### src/rtl/pucch_pkg.sv
`default_nettype none
// ============================================================================
//  Module   : pucch_pkg
//  Purpose  : Shared constants, state encoding and Gold-sequence LFSR step
//             helpers for the PUCCH format 2/3/4 bit scrambler.
//  Macro    : PUCCH_SCR_FASTWARM_EN - when defined, the warm-up phase
//             advances the LFSRs 8 steps per cycle (200 cycles) instead of
//             1 step per cycle (1600 cycles).
//  Revision : 1.0 - initial release
// ============================================================================
package pucch_pkg;

    // Gold sequence offset and LFSR length.
    localparam int NC       = 1600;
    localparam int GOLD_LEN = 31;

`ifdef PUCCH_SCR_FASTWARM_EN
    localparam int WARM_STEP = 8;
`else
    localparam int WARM_STEP = 1;
`endif

    // Warm-up cycle count and its terminal counter value.
    localparam int                WARM_CYCLES = NC / WARM_STEP;
    localparam int                WARM_CNT_W  = 11;
    localparam logic [WARM_CNT_W-1:0] WARM_LAST = WARM_CNT_W'(WARM_CYCLES - 1);

    // Step-count encodings fed to the Gold generator.
    localparam int                ADV_W    = 4;
    localparam logic [ADV_W-1:0]  ADV_NONE = 4'd0;
    localparam logic [ADV_W-1:0]  ADV_PAIR = 4'd2;
    localparam logic [ADV_W-1:0]  ADV_WARM = ADV_W'(WARM_STEP);

    typedef enum logic [1:0] {
        S_IDLE   = 2'd0,
        S_WARMUP = 2'd1,
        S_RUN    = 2'd2,
        S_DRAIN  = 2'd3
    } scr_state_t;

    // Register bit i holds x(n+i); one step shifts right and appends x(n+31).
    function automatic logic [GOLD_LEN-1:0] x1_adv(input logic [GOLD_LEN-1:0] x,
                                                   input logic [ADV_W-1:0]    n);
        logic [GOLD_LEN-1:0] r;
        r = x;
        for (int i = 0; i < 8; i++) begin
            if (i < int'(n)) begin
                r = {r[3] ^ r[0], r[GOLD_LEN-1:1]};
            end
        end
        return r;
    endfunction

    function automatic logic [GOLD_LEN-1:0] x2_adv(input logic [GOLD_LEN-1:0] x,
                                                   input logic [ADV_W-1:0]    n);
        logic [GOLD_LEN-1:0] r;
        r = x;
        for (int i = 0; i < 8; i++) begin
            if (i < int'(n)) begin
                r = {r[3] ^ r[2] ^ r[1] ^ r[0], r[GOLD_LEN-1:1]};
            end
        end
        return r;
    endfunction

endpackage
`default_nettype wire

### src/rtl/gold_seq_gen.sv
`default_nettype none
// ============================================================================
//  Module   : gold_seq_gen
//  Purpose  : x1/x2 LFSR pair producing the Gold sequence c(n), c(n+1).
//  Ports    : i_clk, i_rst      - clock, async active-high reset
//             i_load            - reload x1 = 1, x2 = i_c_init
//             i_c_init[30:0]    - scrambling seed
//             i_adv[3:0]        - LFSR steps this cycle (0, 2 or 8/1)
//             o_c0, o_c1        - c(n) and c(n+1) at the current position
//  Revision : 1.0 - initial release
// ============================================================================
module gold_seq_gen
    import pucch_pkg::*;
(
    input  logic                i_clk,
    input  logic                i_rst,
    input  logic                i_load,
    input  logic [GOLD_LEN-1:0] i_c_init,
    input  logic [ADV_W-1:0]    i_adv,
    output logic                o_c0,
    output logic                o_c1
);

    logic [GOLD_LEN-1:0] x1_q, x1_d;
    logic [GOLD_LEN-1:0] x2_q, x2_d;

    always_comb begin
        x1_d = x1_q;
        x2_d = x2_q;
        if (i_load) begin
            x1_d = {{(GOLD_LEN-1){1'b0}}, 1'b1};
            x2_d = i_c_init;
        end else begin
            x1_d = x1_adv(x1_q, i_adv);
            x2_d = x2_adv(x2_q, i_adv);
        end
    end

    always_ff @(posedge i_clk or posedge i_rst) begin
        if (i_rst) begin
            x1_q <= '0;
            x2_q <= '0;
        end else begin
            x1_q <= x1_d;
            x2_q <= x2_d;
        end
    end

    // After warm-up, bit 0 of each register is x(n+NC) for the current n.
    assign o_c0 = x1_q[0] ^ x2_q[0];
    assign o_c1 = x1_q[1] ^ x2_q[1];

endmodule
`default_nettype wire

### src/rtl/pucch_scrambler.sv
`default_nettype none
// ============================================================================
//  Module   : pucch_scrambler
//  Purpose  : Scrambles the PUCCH UCI bitstream two bits per beat with the
//             Gold sequence c(n) and feeds the QPSK mapper.
//  Ports    : i_clk, i_rst               - clock, async active-high reset
//             i_start, i_c_init,
//             i_num_pairs                - transmission setup (IDLE only)
//             i_b0b1, i_valid, o_ready   - input pair stream
//             o_b0b1, o_valid, i_ready   - scrambled output stream
//             o_busy, o_done             - transmission status
//  Macro    : PUCCH_SCR_FASTWARM_EN (see pucch_pkg) selects 8-step warm-up.
//  Revision : 1.0 - initial release
// ============================================================================
module pucch_scrambler
    import pucch_pkg::*;
#(
    parameter int LEN_W = 13
) (
    input  logic                i_clk,
    input  logic                i_rst,
    input  logic                i_start,
    input  logic [GOLD_LEN-1:0] i_c_init,
    input  logic [LEN_W-1:0]    i_num_pairs,
    input  logic [1:0]          i_b0b1,
    input  logic                i_valid,
    output logic                o_ready,
    output logic [1:0]          o_b0b1,
    output logic                o_valid,
    input  logic                i_ready,
    output logic                o_busy,
    output logic                o_done
);

    scr_state_t             state_q, state_d;
    logic [WARM_CNT_W-1:0]  warm_cnt_q, warm_cnt_d;
    logic [LEN_W-1:0]       pair_cnt_q, pair_cnt_d;
    logic [LEN_W-1:0]       num_pairs_q, num_pairs_d;
    logic [1:0]             b0b1_q, b0b1_d;
    logic                   valid_q, valid_d;
    logic                   busy_q, busy_d;
    logic                   done_q, done_d;

    logic                   w_gen_load;
    logic [ADV_W-1:0]       w_gen_adv;
    logic                   w_c0, w_c1;
    logic                   w_in_hs, w_out_hs;
    logic [LEN_W-1:0]       w_pair_cnt_inc;

    gold_seq_gen u_gold (
        .i_clk    (i_clk),
        .i_rst    (i_rst),
        .i_load   (w_gen_load),
        .i_c_init (i_c_init),
        .i_adv    (w_gen_adv),
        .o_c0     (w_c0),
        .o_c1     (w_c1)
    );

    assign o_ready        = (state_q == S_RUN) && (!valid_q || i_ready);
    assign w_in_hs        = i_valid && o_ready;
    assign w_out_hs       = valid_q && i_ready;
    assign w_pair_cnt_inc = pair_cnt_q + LEN_W'(1);

    always_comb begin
        state_d     = state_q;
        warm_cnt_d  = warm_cnt_q;
        pair_cnt_d  = pair_cnt_q;
        num_pairs_d = num_pairs_q;
        b0b1_d      = b0b1_q;
        valid_d     = valid_q;
        busy_d      = busy_q;
        done_d      = 1'b0;
        w_gen_load  = 1'b0;
        w_gen_adv   = ADV_NONE;

        case (state_q)
            S_IDLE: begin
                if (i_start) begin
                    if (i_num_pairs == '0) begin
                        // Empty transmission: acknowledge without going busy.
                        done_d = 1'b1;
                    end else begin
                        state_d     = S_WARMUP;
                        w_gen_load  = 1'b1;
                        warm_cnt_d  = '0;
                        pair_cnt_d  = '0;
                        num_pairs_d = i_num_pairs;
                        busy_d      = 1'b1;
                    end
                end
            end

            S_WARMUP: begin
                w_gen_adv  = ADV_WARM;
                warm_cnt_d = warm_cnt_q + WARM_CNT_W'(1);
                if (warm_cnt_q == WARM_LAST) begin
                    state_d = S_RUN;
                end
            end

            S_RUN: begin
                if (w_out_hs) begin
                    valid_d = 1'b0;
                end
                // A new load overrides the clear from a same-cycle output handshake.
                if (w_in_hs) begin
                    b0b1_d     = {i_b0b1[1] ^ w_c1, i_b0b1[0] ^ w_c0};
                    valid_d    = 1'b1;
                    w_gen_adv  = ADV_PAIR;
                    pair_cnt_d = w_pair_cnt_inc;
                    if (w_pair_cnt_inc == num_pairs_q) begin
                        state_d = S_DRAIN;
                    end
                end
            end

            S_DRAIN: begin
                if (w_out_hs || !valid_q) begin
                    valid_d = 1'b0;
                    state_d = S_IDLE;
                    busy_d  = 1'b0;
                    done_d  = 1'b1;
                end
            end

            default: begin
                state_d = S_IDLE;
            end
        endcase
    end

    always_ff @(posedge i_clk or posedge i_rst) begin
        if (i_rst) begin
            state_q     <= S_IDLE;
            warm_cnt_q  <= '0;
            pair_cnt_q  <= '0;
            num_pairs_q <= '0;
            b0b1_q      <= '0;
            valid_q     <= 1'b0;
            busy_q      <= 1'b0;
            done_q      <= 1'b0;
        end else begin
            state_q     <= state_d;
            warm_cnt_q  <= warm_cnt_d;
            pair_cnt_q  <= pair_cnt_d;
            num_pairs_q <= num_pairs_d;
            b0b1_q      <= b0b1_d;
            valid_q     <= valid_d;
            busy_q      <= busy_d;
            done_q      <= done_d;
        end
    end

    assign o_b0b1  = b0b1_q;
    assign o_valid = valid_q;
    assign o_busy  = busy_q;
    assign o_done  = done_q;

endmodule
`default_nettype wire

### config.mk
export PLATFORM = sky130hd
export DESIGN_NAME = pucch_scrambler
export DESIGN_NICKNAME = d
export VERILOG_FILES = /design/src/rtl/pucch_pkg.sv /design/src/rtl/gold_seq_gen.sv /design/src/rtl/pucch_scrambler.sv
export SDC_FILE = /design/constraint.sdc
export NUM_CORES = 1
export LEC_CHECK = 0
export BUFFER_PORTS_ARGS = -buffer_cell sky130_fd_sc_hd__buf_2
export CAP_MARGIN = 0
export CELL_PAD_IN_SITES_DETAIL_PLACEMENT = 0
export CELL_PAD_IN_SITES_GLOBAL_PLACEMENT = 1
export CORE_MARGIN = 2
export CORE_UTILIZATION = 50
export DETAILED_ROUTE_END_ITERATION = 6
export HOLD_SLACK_MARGIN = 0.03
export PLACE_DENSITY_LB_ADDON = 0.3
export SLEW_MARGIN = 20
export SYNTH_ARGS = -nofsm -noshare
export SYNTH_HDL_FRONTEND = slang
export SYNTH_SLANG_ARGS = --single-unit
### constraint.sdc
create_clock -name i_clk -period 8.2 [get_ports i_clk]
set_clock_uncertainty 0.1 [all_clocks]
set_input_delay 0.82 -clock i_clk [delete_from_list [all_inputs] [get_ports i_clk]]
set_output_delay 0.82 -clock i_clk [all_outputs]
set_load 0.01 [all_outputs]
==> flow_metrics.py <==
metrics = {
    "cells_and_area": {
        "drive_gt1_share_pct": 20.5,
        "syn2layout_area_growth_pct": 10.6,
        "num_antenna_cells": 0,
        "fillCellCount": 1108,
        "fin_nets": 730,
    },
    "floorplan": {
        "die_w_um": 116,
        "rows": 40,
        "start_util_pct": 51.7,
        "core_mm2": 0.0122,
        "die-area_mm2": 0.0135,
        "top_level_ports": 57,
        "die_h_um": 116,
    },
    "sta": {
        "hold_viol": 0,
        "max_freq_ghz": 0.350,
        "rsz0062_at_grt": "no",
        "fin_crit_ns": 2.86,
        "maxSlewViolCount": 0,
        "tns_ns": 0,
        "finalCritPeriodShare_pct": 34.9,
        "relSlewSlack_pct": 33.3,
        "finalSetupViolations": 0,
        "worst_pin_slew_ns": 1.00,
    },
    "status": {
        "status": "completed",
    },
    "global_routing": {
        "grt_pass1_vias": 4666,
        "grt_max_degree": 76,
        "grt_pass1_wl_mm": 23.1,
        "grt_overflow": 0,
        "antenna_found_initial": 0,
        "grt_util_all_layers_pct": 21.8,
    },
    "cts": {
        "ctsHoldBuffers": 0,
        "post_cts_resized": 0,
        "cts_tree": "done",
        "cts_inserted_buffers": 9,
        "clock_sinks": 106,
        "insertion_delay_ns": 0.36,
        "cts_buffer_depth": 2,
        "cts_root_buf": "clkbuf_16",
        "ctsHtreeMaxLevel": 3,
        "clk_pin_slew_ns": 0.07,
        "cts_setup_buffers": 0,
    },
    "logic_synthesis": {
        "synth-edff-count": 0,
        "syn_inst": 646,
        "ys_seq_elements": 106,
        "synth_common_cells": "106 x dfrtp_1, 79 x nand2_1, 71 x nor2_1",
        "syn_nets": 703,
        "yosys_most_used_dff": "dfrtp_1",
        "synth.area.top_cells": "dfrtp_1 42%, mux2i_1 8.0%, mux2_2 5.7%, mux4_2 5.4%, nand2_1 4.7%",
        "synth_area_mm2": 0.00629,
        "ys_types": 54,
        "yosys_warnings": 0,
        "ys_async_sr_fraction_pct": 100,
        "syn_avg_cell_area_um2": 9.74,
        "netlist.top_cell.by_area": "dfrtp_1",
        "synth-seq-area-share_pct": 42.1,
        "yosysMostFrequentCell": "dfrtp_1",
        "yosysTopAreaCellShare_pct": 42.1,
    },
    "route": {
        "drcViolationCount": 0,
        "drtIter0Drc": 316,
        "viasPerCell": 5.61,
        "vias": 4746,
        "wirelength_mm": 13.6,
        "wl_per_cell_um": 16.1,
        "ant_nets": 0,
        "drtPass1Iterations": 4,
    },
    "power": {
        "total_power_mw": 2.49,
        "powerDensity_mw_per_mm2": 357,
        "vdd_ir_drop_max_v": 0.000198,
        "p_leak_nw": 3.17,
    },
    "placement": {
        "place_hpwl_mm": 9.18,
        "gp_congestion": 0.777,
        "io_buffer_count": 56,
    },
    "worst_setup_path": {
        "cp.required_ns": 8.34,
        "endpoint_kind": "register",
        "critPathKind": "register to register",
        "cp_max_fo": 61,
        "rr_worst_depth": 5,
        "critPathLaunch": "state_q[0]",
        "timing.rr.start": "state_q[0]",
        "arrival_ns": 3.00,
        "critPathLaunchType": "register",
        "worst-r2r-setup-slack_ns": 5.34,
        "r2r_end": "u_gold.x1_q[12]",
    },
    "min_path": {
        "min_path_type": "input port to asynchronous set/reset pin",
    },
    "run": {
        "maxCapViolations": 0,
    },
}
-- worst max-delay path, stage by stage, from the launching register on --
cell	delay [ns]
dfrtp_1	0.43
inv_1	0.10
ha_1	0.35
nand3_4	0.77
mux4_2	0.79
and2_1	0.17
-- cell type report --
cell class              instances  area, um^2  area share, %
flip-flops and latches        106        2650           38.1
clock buffers                  12         267           3.83
multi-input cells             485        3440           49.4
well taps                     168         210           3.02
clock inverters                 4        33.8          0.485
repair buffers                 62         325           4.67
inverters                       9        36.3          0.521
-- per-layer routing --
layer	vias to the layer above	share of wire [%]	track usage, %
met3	19	3.8	4.88
met4	0	1.8	6.98
met1	2296	45	28.4
met5	-	0	0
met2	83	49	36.6
li1	2348	-	-
-- registers in the layout, summed over array words and instances, names as in the netlist --
register	cells
o_valid	1
o_b0b1	2
warm_cnt_q	11
pair_cnt_q	13
u_gold.x1_q	31
u_gold.x2_q	31
o_busy	1
o_done	1
num_pairs_q	13
state_q	2
-- report_power, final --
group	total [mW]	switching (mW)	internal (mW)
Clock	0.436	0.203	0.233
Combinational	1.16	0.588	0.576
Sequential	0.889	0.168	0.721
Total	2.49	0.958	1.53
-- per-stage QoR --
step	utilization [%]	std cells	hold slack [ns]	setup slack [ns]	area, um^2
detailed placement	54.8	830	0.368	4.99	6660
floorplan	-	646	0.365	4.49	6290
finish	57.3	846	0.372	5.34	6960
CTS	57.3	846	0.385	5.32	6960
global placement	54.8	830	0.358	5.10	6660
global route	57.3	846	0.403	5.12	6960
-- kinds of logic (layout without fill, tap and decap cells) --
family                     Yosys count  in the layout  share of synthesized area (%)
AOI/OAI and AO/OA                  123            123                           12.7
xor gates and xnor gates            27             27                           3.98
adders and majority gates            6              6                           1.19
buffers and inverters               55             87                           3.74
DFF                                106            106                           42.1
muxes                               97             97                           19.0
and+or+nand+nor                    232            232                           17.2
-- worst max path at each step --
stage,endpoint,slack [ns],cells after the start
after floorplan,num_pairs_q[0],4.49,1
after global placement,warm_cnt_q[10],5.10,6
after detailed placement,warm_cnt_q[10],4.99,6
after CTS,u_gold.x1_q[7],5.32,5
after global routing,u_gold.x1_q[7],5.12,5
final,u_gold.x1_q[12],5.34,5
-- layout by cell type, fill, tap and decap left out, types with 7 or more instances in the layout --
cell type	Yosys	layout
a211oi_1	17	17
a21oi_1	38	38
and2_1	17	17
buf_2	22	56
clkbuf_16	0	9
dfrtp_1	106	106
inv_1	9	8
mux2_2	32	32
mux2i_1	50	50
mux4_2	15	15
nand2_1	79	79
nand3_1	12	10
nor2_1	71	70
nor2b_1	8	8
o21ai_0	21	21
o21ai_1	11	11
o31ai_1	7	7
xnor2_1	15	15
xor2_1	11	11
Power figures use the tool's default switching activity.
